$ cat src/rtl/bus_loader_if.sv
// Handshake and shared-bus signal bundle for bus_loader.
// The master side drives the requests; the slave side is the loader itself.
interface bus_loader_if;
  logic       start;
  logic [7:0] load_val;
  logic       mon_en;
  logic [7:0] bus_in;
  logic [7:0] bus_out;
  logic [7:0] bus_oe;
  logic       load_o;
  logic       busy;
  logic       done;
  logic       pass;
  logic       seq_err;
  logic [7:0] err_cnt;

  modport master (
    output start, load_val, mon_en, bus_in,
    input  bus_out, bus_oe, load_o, busy, done, pass, seq_err, err_cnt
  );

  modport slave (
    input  start, load_val, mon_en, bus_in,
    output bus_out, bus_oe, load_o, busy, done, pass, seq_err, err_cnt
  );
endinterface

$ cat src/rtl/bus_loader.sv
// Preloads a counter peer over a shared bus (assert, drive, release, verify)
// and monitors the peer's count stream for increment errors while idle.
module bus_loader #(
  parameter int TURN_CYC   = 3,
  parameter int DRIVE_CYC  = 4,
  parameter int SETTLE_CYC = 2
) (
  input logic         clk,
  input logic         rst,
  bus_loader_if.slave bus
);

  typedef enum logic [2:0] {IDLE, ASSERT, DRIVE, RELEASE, VERIFY} state_t;

  localparam logic [3:0] TURN_T   = 4'(TURN_CYC - 1);
  localparam logic [3:0] DRIVE_T  = 4'(DRIVE_CYC - 1);
  localparam logic [3:0] SETTLE_T = 4'(SETTLE_CYC - 1);
  localparam logic [7:0] PASS_LIM = 8'(SETTLE_CYC + 2);

  state_t     state_q, state_d;
  logic [3:0] timer_q, timer_d;
  logic [7:0] hold_q, hold_d;
  logic [7:0] prev_q, prev_d;
  logic       prev_vld_q, prev_vld_d;
  logic [7:0] err_cnt_q, err_cnt_d;
  logic       seq_err_q;
  logic       load_q, busy_q, done_q;
  logic [7:0] oe_q, out_q;
  logic       mon_sample, mon_err;
  logic [7:0] diff;

  always_comb begin
    state_d = state_q;
    timer_d = timer_q;
    hold_d  = hold_q;
    case (state_q)
      IDLE: begin
        if (bus.start) begin
          hold_d  = bus.load_val;
          state_d = ASSERT;
          timer_d = TURN_T;
        end
      end
      ASSERT: begin
        if (timer_q == 4'd0) begin
          state_d = DRIVE;
          timer_d = DRIVE_T;
        end else begin
          timer_d = timer_q - 4'd1;
        end
      end
      DRIVE: begin
        if (timer_q == 4'd0) begin
          state_d = RELEASE;
          timer_d = SETTLE_T;
        end else begin
          timer_d = timer_q - 4'd1;
        end
      end
      RELEASE: begin
        if (timer_q == 4'd0) begin
          state_d = VERIFY;
          timer_d = 4'd0;
        end else begin
          timer_d = timer_q - 4'd1;
        end
      end
      VERIFY: begin
        state_d = IDLE;
      end
      default: begin
        state_d = IDLE;
        timer_d = 4'd0;
      end
    endcase
  end

  // 8-bit wrap makes FF->00 a legal increment with no special case.
  always_comb begin
    mon_sample = (state_q == IDLE) && bus.mon_en;
    mon_err    = mon_sample && prev_vld_q && (bus.bus_in != (prev_q + 8'd1));
    prev_d     = mon_sample ? bus.bus_in : prev_q;
    prev_vld_d = mon_sample;
    err_cnt_d  = err_cnt_q;
    if (mon_err && (err_cnt_q != 8'hFF)) begin
      err_cnt_d = err_cnt_q + 8'd1;
    end
  end

  // Bus-facing outputs are decoded from the next state so they change cleanly on the edge.
  always_ff @(posedge clk or posedge rst) begin
    if (rst) begin
      state_q    <= IDLE;
      timer_q    <= 4'd0;
      hold_q     <= 8'h00;
      prev_q     <= 8'h00;
      prev_vld_q <= 1'b0;
      err_cnt_q  <= 8'h00;
      seq_err_q  <= 1'b0;
      load_q     <= 1'b0;
      busy_q     <= 1'b0;
      done_q     <= 1'b0;
      oe_q       <= 8'h00;
      out_q      <= 8'h00;
    end else begin
      state_q    <= state_d;
      timer_q    <= timer_d;
      hold_q     <= hold_d;
      prev_q     <= prev_d;
      prev_vld_q <= prev_vld_d;
      err_cnt_q  <= err_cnt_d;
      seq_err_q  <= mon_err;
      load_q     <= (state_d == ASSERT) || (state_d == DRIVE);
      busy_q     <= (state_d != IDLE);
      done_q     <= (state_d == VERIFY);
      oe_q       <= (state_d == DRIVE) ? 8'hFF : 8'h00;
      out_q      <= (state_d == DRIVE) ? hold_d : 8'h00;
    end
  end

  assign diff        = bus.bus_in - hold_q;
  assign bus.pass    = done_q && (diff <= PASS_LIM);
  assign bus.bus_out = out_q;
  assign bus.bus_oe  = oe_q;
  assign bus.load_o  = load_q;
  assign bus.busy    = busy_q;
  assign bus.done    = done_q;
  assign bus.seq_err = seq_err_q;
  assign bus.err_cnt = err_cnt_q;

endmodule

$ cat src/flat_wrapper.sv
// flat-port wrapper written by rule: the top's interface ports become plain ports
module bus_loader_flat 
#(
  parameter int TURN_CYC   = 3,
  parameter int DRIVE_CYC  = 4,
  parameter int SETTLE_CYC = 2
)
  (clk, rst, bus_start, bus_load_val, bus_mon_en, bus_bus_in, bus_bus_out, bus_bus_oe, bus_load_o, bus_busy, bus_done, bus_pass, bus_seq_err, bus_err_cnt);
  bus_loader_if bus_i ();
  input logic clk;
  input logic rst;
  input wire logic [$bits(bus_i.start)-1:0] bus_start;
  input wire logic [$bits(bus_i.load_val)-1:0] bus_load_val;
  input wire logic [$bits(bus_i.mon_en)-1:0] bus_mon_en;
  input wire logic [$bits(bus_i.bus_in)-1:0] bus_bus_in;
  output wire logic [$bits(bus_i.bus_out)-1:0] bus_bus_out;
  output wire logic [$bits(bus_i.bus_oe)-1:0] bus_bus_oe;
  output wire logic [$bits(bus_i.load_o)-1:0] bus_load_o;
  output wire logic [$bits(bus_i.busy)-1:0] bus_busy;
  output wire logic [$bits(bus_i.done)-1:0] bus_done;
  output wire logic [$bits(bus_i.pass)-1:0] bus_pass;
  output wire logic [$bits(bus_i.seq_err)-1:0] bus_seq_err;
  output wire logic [$bits(bus_i.err_cnt)-1:0] bus_err_cnt;
  assign bus_i.start = bus_start;
  assign bus_i.load_val = bus_load_val;
  assign bus_i.mon_en = bus_mon_en;
  assign bus_i.bus_in = bus_bus_in;
  assign bus_bus_out = bus_i.bus_out;
  assign bus_bus_oe = bus_i.bus_oe;
  assign bus_load_o = bus_i.load_o;
  assign bus_busy = bus_i.busy;
  assign bus_done = bus_i.done;
  assign bus_pass = bus_i.pass;
  assign bus_seq_err = bus_i.seq_err;
  assign bus_err_cnt = bus_i.err_cnt;
  bus_loader #(.TURN_CYC(TURN_CYC), .DRIVE_CYC(DRIVE_CYC), .SETTLE_CYC(SETTLE_CYC)) u_core (.clk(clk), .rst(rst), .bus(bus_i));
endmodule
$ cat config.mk
export PLATFORM = sky130hd
export DESIGN_NAME = bus_loader_flat
export DESIGN_NICKNAME = d
export VERILOG_FILES = /design/src/rtl/bus_loader_if.sv /design/src/rtl/bus_loader.sv /design/src/flat_wrapper.sv
export SDC_FILE = /design/constraint.sdc
export NUM_CORES = 1
export LEC_CHECK = 0
export ABC_CLOCK_PERIOD_IN_PS = 1900
export CAP_MARGIN = 10
export CORE_ASPECT_RATIO = 0.9
export CORE_MARGIN = 3
export CORE_UTILIZATION = 40
export DETAILED_ROUTE_END_ITERATION = 10
export PLACE_DENSITY = 0.73
export SYNTH_ARGS = -nofsm -noshare
export SYNTH_HDL_FRONTEND = slang
export SYNTH_SLANG_ARGS = --single-unit
$ cat constraint.sdc
create_clock -name clk -period 1.9 [get_ports clk]
set_input_delay 0.285 -clock clk [delete_from_list [all_inputs] [get_ports clk]]
set_output_delay 0.285 -clock clk [all_outputs]
set_load 0.02 [all_outputs]
==> flow_summary.ini, run 1 <==
[outcome]
outcome = complete, but fails checks
violations = negative setup slack

[route]
drcViolationCount = 0
avgRoutedWirePerCell_um = 13.93
first_iter_violations = 60
routed_wl_mm = 5.278
viasPerCell = 4.908
dr.pass1.iters = 4
dr_total_vias = 1860
drtAntennaViolNets = 0

[floorplanning]
die_w_um = 87.75
placementRows = 26
design.core.area_sq_um = 5758
num_io_pins = 49
start_util = 0.4179
die-area_sq_um = 6983
die_h_um = 79.58

[critical_path]
rr_endpoint = u_core.bus.err_cnt[1]
crit_path_start_kind = flip-flop
cp.arrival_ns = 2.15
crit_end = bus_pass
required_ns = 1.62
startpoint = u_core.hold_q[4]
endpoint_kind = output pin
r2r-start = u_core.prev_q[1]
path_class = flip-flop to output pin
rrSetupSlack_ns = -0.02
path_max_fanout = 2
worstRegToRegCells = 6

[global_routing]
grt_pass1_wl_mm = 8.852
grt_max_degree = 25
grt_pass1_vias = 1914
antenna_found_initial = 0
grt_usage = 0.1615
grt-ovfl-total = 0

[place]
hpwl_mm = 3.961
dp_cells = 369
gp_congestion = 0.7770
preCtsSetupSlack_ns = -1.061
io_buffer_count = 48

[pwr]
power.density_nw_per_um2 = 1451
power_mw = 4.963
pwr-share-clk = 0.121
ir_drop_mv = 0.5866
seq_power_share = 0.321
switching_share = 0.3916
p_comb_frac = 0.558
p_int_mw = 3.020
netSwitchingPower_mw = 1.944
leakage_nw = 1.531

[yosys]
synthesis.nets = 257
synth_top_area_share = 0.4680
ys_seq_elements = 45
syn_area_sq_um = 2406
synth_top_area_cell = dfrtp_1
synth-seq-area-share = 0.4680
synth-edff-count = 0
ys_types = 43
synth-main-ff-cell = dfrtp_1
netlist_instances = 228
synth_warnings = 0
syn_area_per_cell_sq_um = 10.55
async_flop_share = 1.000
netlist_top_cells_area = dfrtp_1 (47%), xnor2_1 (5.1%), ha_1 (4.7%)

[min_path]
hold_class = input port to asynchronous set/reset pin

[clock_network]
h-tree-depth = 2
cts_tree = built
tritoncts_num_sinks = 45
clock_path_buffers = 2
numCtsBuffers = 5
path_clk_slew_ns = 0.08
clock_latency_ns = 0.29
cts_root_buffer = clkbuf_8

[finish]
layout_commonest_cell = dfrtp_1
final_cells = 379
fin_nets = 338
seq_area_sq_um = 1127
nFillCells = 508
final_cell_mix = dfrtp_1 (44), clkdlybuf4s50_1 (42), buf_4 (39)
drive_gt1_frac = 0.2816
multi_input_area_sq_um = 1265
syn_to_final_growth_pct = 42.17
fin_util = 0.5941
insertedDiodeCount = 0

[timing]
finalClockSkew_ns = 0.004812
setup_viol = 2
period_minus_slack_ns = 2.439
rsz0062_at_grt = true
post-route-period-util = 1.284
worst_pin_slew_ns = 0.4374
clock.fmax_mhz = 410.1
slew_viol_final = 0
worst_slack_ns = -0.5387
max_slew_margin = 0.7062
finalHoldViolations = 0

[flow_run]
maxCapViolations = 0
## Yosys cell counts, types with 2 or more instances
| cell type | number |
|---|---|
| and2_1 | 4 |
| dfrtp_1 | 45 |
| nand3b_1 | 2 |
| mux2i_1 | 2 |
| ha_1 | 9 |
| mux2_2 | 8 |
| nand2_1 | 13 |
| buf_2 | 4 |
| o22ai_1 | 2 |
| nor2b_1 | 11 |
| nor3b_1 | 3 |
| nor2_1 | 8 |
| o21ai_0 | 8 |
| xor2_1 | 5 |
| nand3_1 | 2 |
| a21oi_1 | 8 |
| inv_1 | 13 |
| buf_4 | 9 |
| xnor2_1 | 14 |
| nor3_1 | 7 |
| o21ai_1 | 7 |
| nand2b_1 | 4 |
| and3_1 | 4 |
| mux2_1 | 2 |
| nand4_1 | 7 |
| a41oi_1 | 2 |
| a31oi_1 | 2 |
| nand3_4 | 2 |
| a21o_1 | 6 |
| clkbuf_1 | 2 |
## what timing repair did
item	CTS	global route
setup buffers	1	2
resized for setup	15	24
hold buffers	0	0
pin swaps	6	16
setup endpoints to repair	3	9
## power by group through the flow
stage               Combinational (mW)  Sequential, mW  Clock (mW)
floorplan                         1.51            1.67           0
global placement                  2.44            1.58           0
detailed placement                2.53            1.59           0
CTS                               2.59            1.58       0.629
global route                      3.04            1.65       0.668
finish                            2.77            1.60       0.599
## registers in the layout (all words and copies together), names as in the netlist
name and flops:
u_core.prev_q 8, u_core.bus.bus_oe 1, u_core.bus.load_o 1, u_core.bus.bus_out 8, u_core.bus.err_cnt 8, u_core.hold_q 8, u_core.timer_q 4, u_core.bus.seq_err 1
u_core.prev_vld_q 1, u_core.state_q 3, u_core.bus.done 1, u_core.bus.busy 1
## logic make-up after synthesis
family                     synth area share
and+or+nand+nor                      0.1945
DFF                                  0.4680
AOI/OAI and AO/OA                    0.1004
buffers and inverters               0.05980
xor gates and xnor gates            0.06916
muxes                               0.06136
adders and majority gates           0.04680
## metrics by stage
stage / hold slack [ns] / TNS, ns / area, sq um
final: 0.3335 / -0.5542 / 3421
after global routing: 0.3621 / -0.8029 / 3421
after floorplan: 0.4137 / -0.08021 / 2421
after CTS: 0.3312 / -0.5280 / 3307
after global placement: 0.4867 / -3.163 / 3179
after detailed placement: 0.4961 / -3.506 / 3179
## routing by layer
layer	up-vias	GRT usage	wire length, um
met5	-	0	0
met4	0	0.04141	77
met3	8	0.04334	254
met2	36	0.2733	2611
met1	871	0.2033	2335
li1	945	-	-
## worst max-delay path, cell delays in order, from the launching register on
cell and delay, ns:
dfrtp_1 0.38, inv_2 0.07, ha_4 0.19, a21o_1 0.15
a21o_1 0.15, a21oi_2 0.14, xnor2_1 0.11, nor3_2 0.21
a31oi_2 0.07, nor4_4 0.21, buf_4 0.18
## worst min-delay path by stage
stage                           from  slack (ns)                     to
2_1_floorplan              bus_start        0.41        u_core.bus.busy
3_3_place_gp   u_core.bus.err_cnt[5]        0.49  u_core.bus.err_cnt[5]
3_5_place_dp   u_core.bus.err_cnt[5]        0.50  u_core.bus.err_cnt[5]
4_1_cts                          rst        0.33  u_core.bus.err_cnt[6]
5_1_grt                          rst        0.36  u_core.bus.err_cnt[6]
6_report                         rst        0.33  u_core.bus.err_cnt[6]
## cell type report
type                    count  area share
multi-input cells         155      0.3698
flip-flops and latches     45      0.3296
repair buffers             89      0.2345
well taps                  70     0.02560
clock buffers               6     0.02414
inverters                  13     0.01426
clock inverters             1    0.002195
(Power assumes the default switching activity.)
==> run 2, diff against run 1 <==
CTS_CLUSTER_SIZE = 8   (was default)
==> results of run 2 <==
Final layout, timing and power as in run 1 (identical DEF).
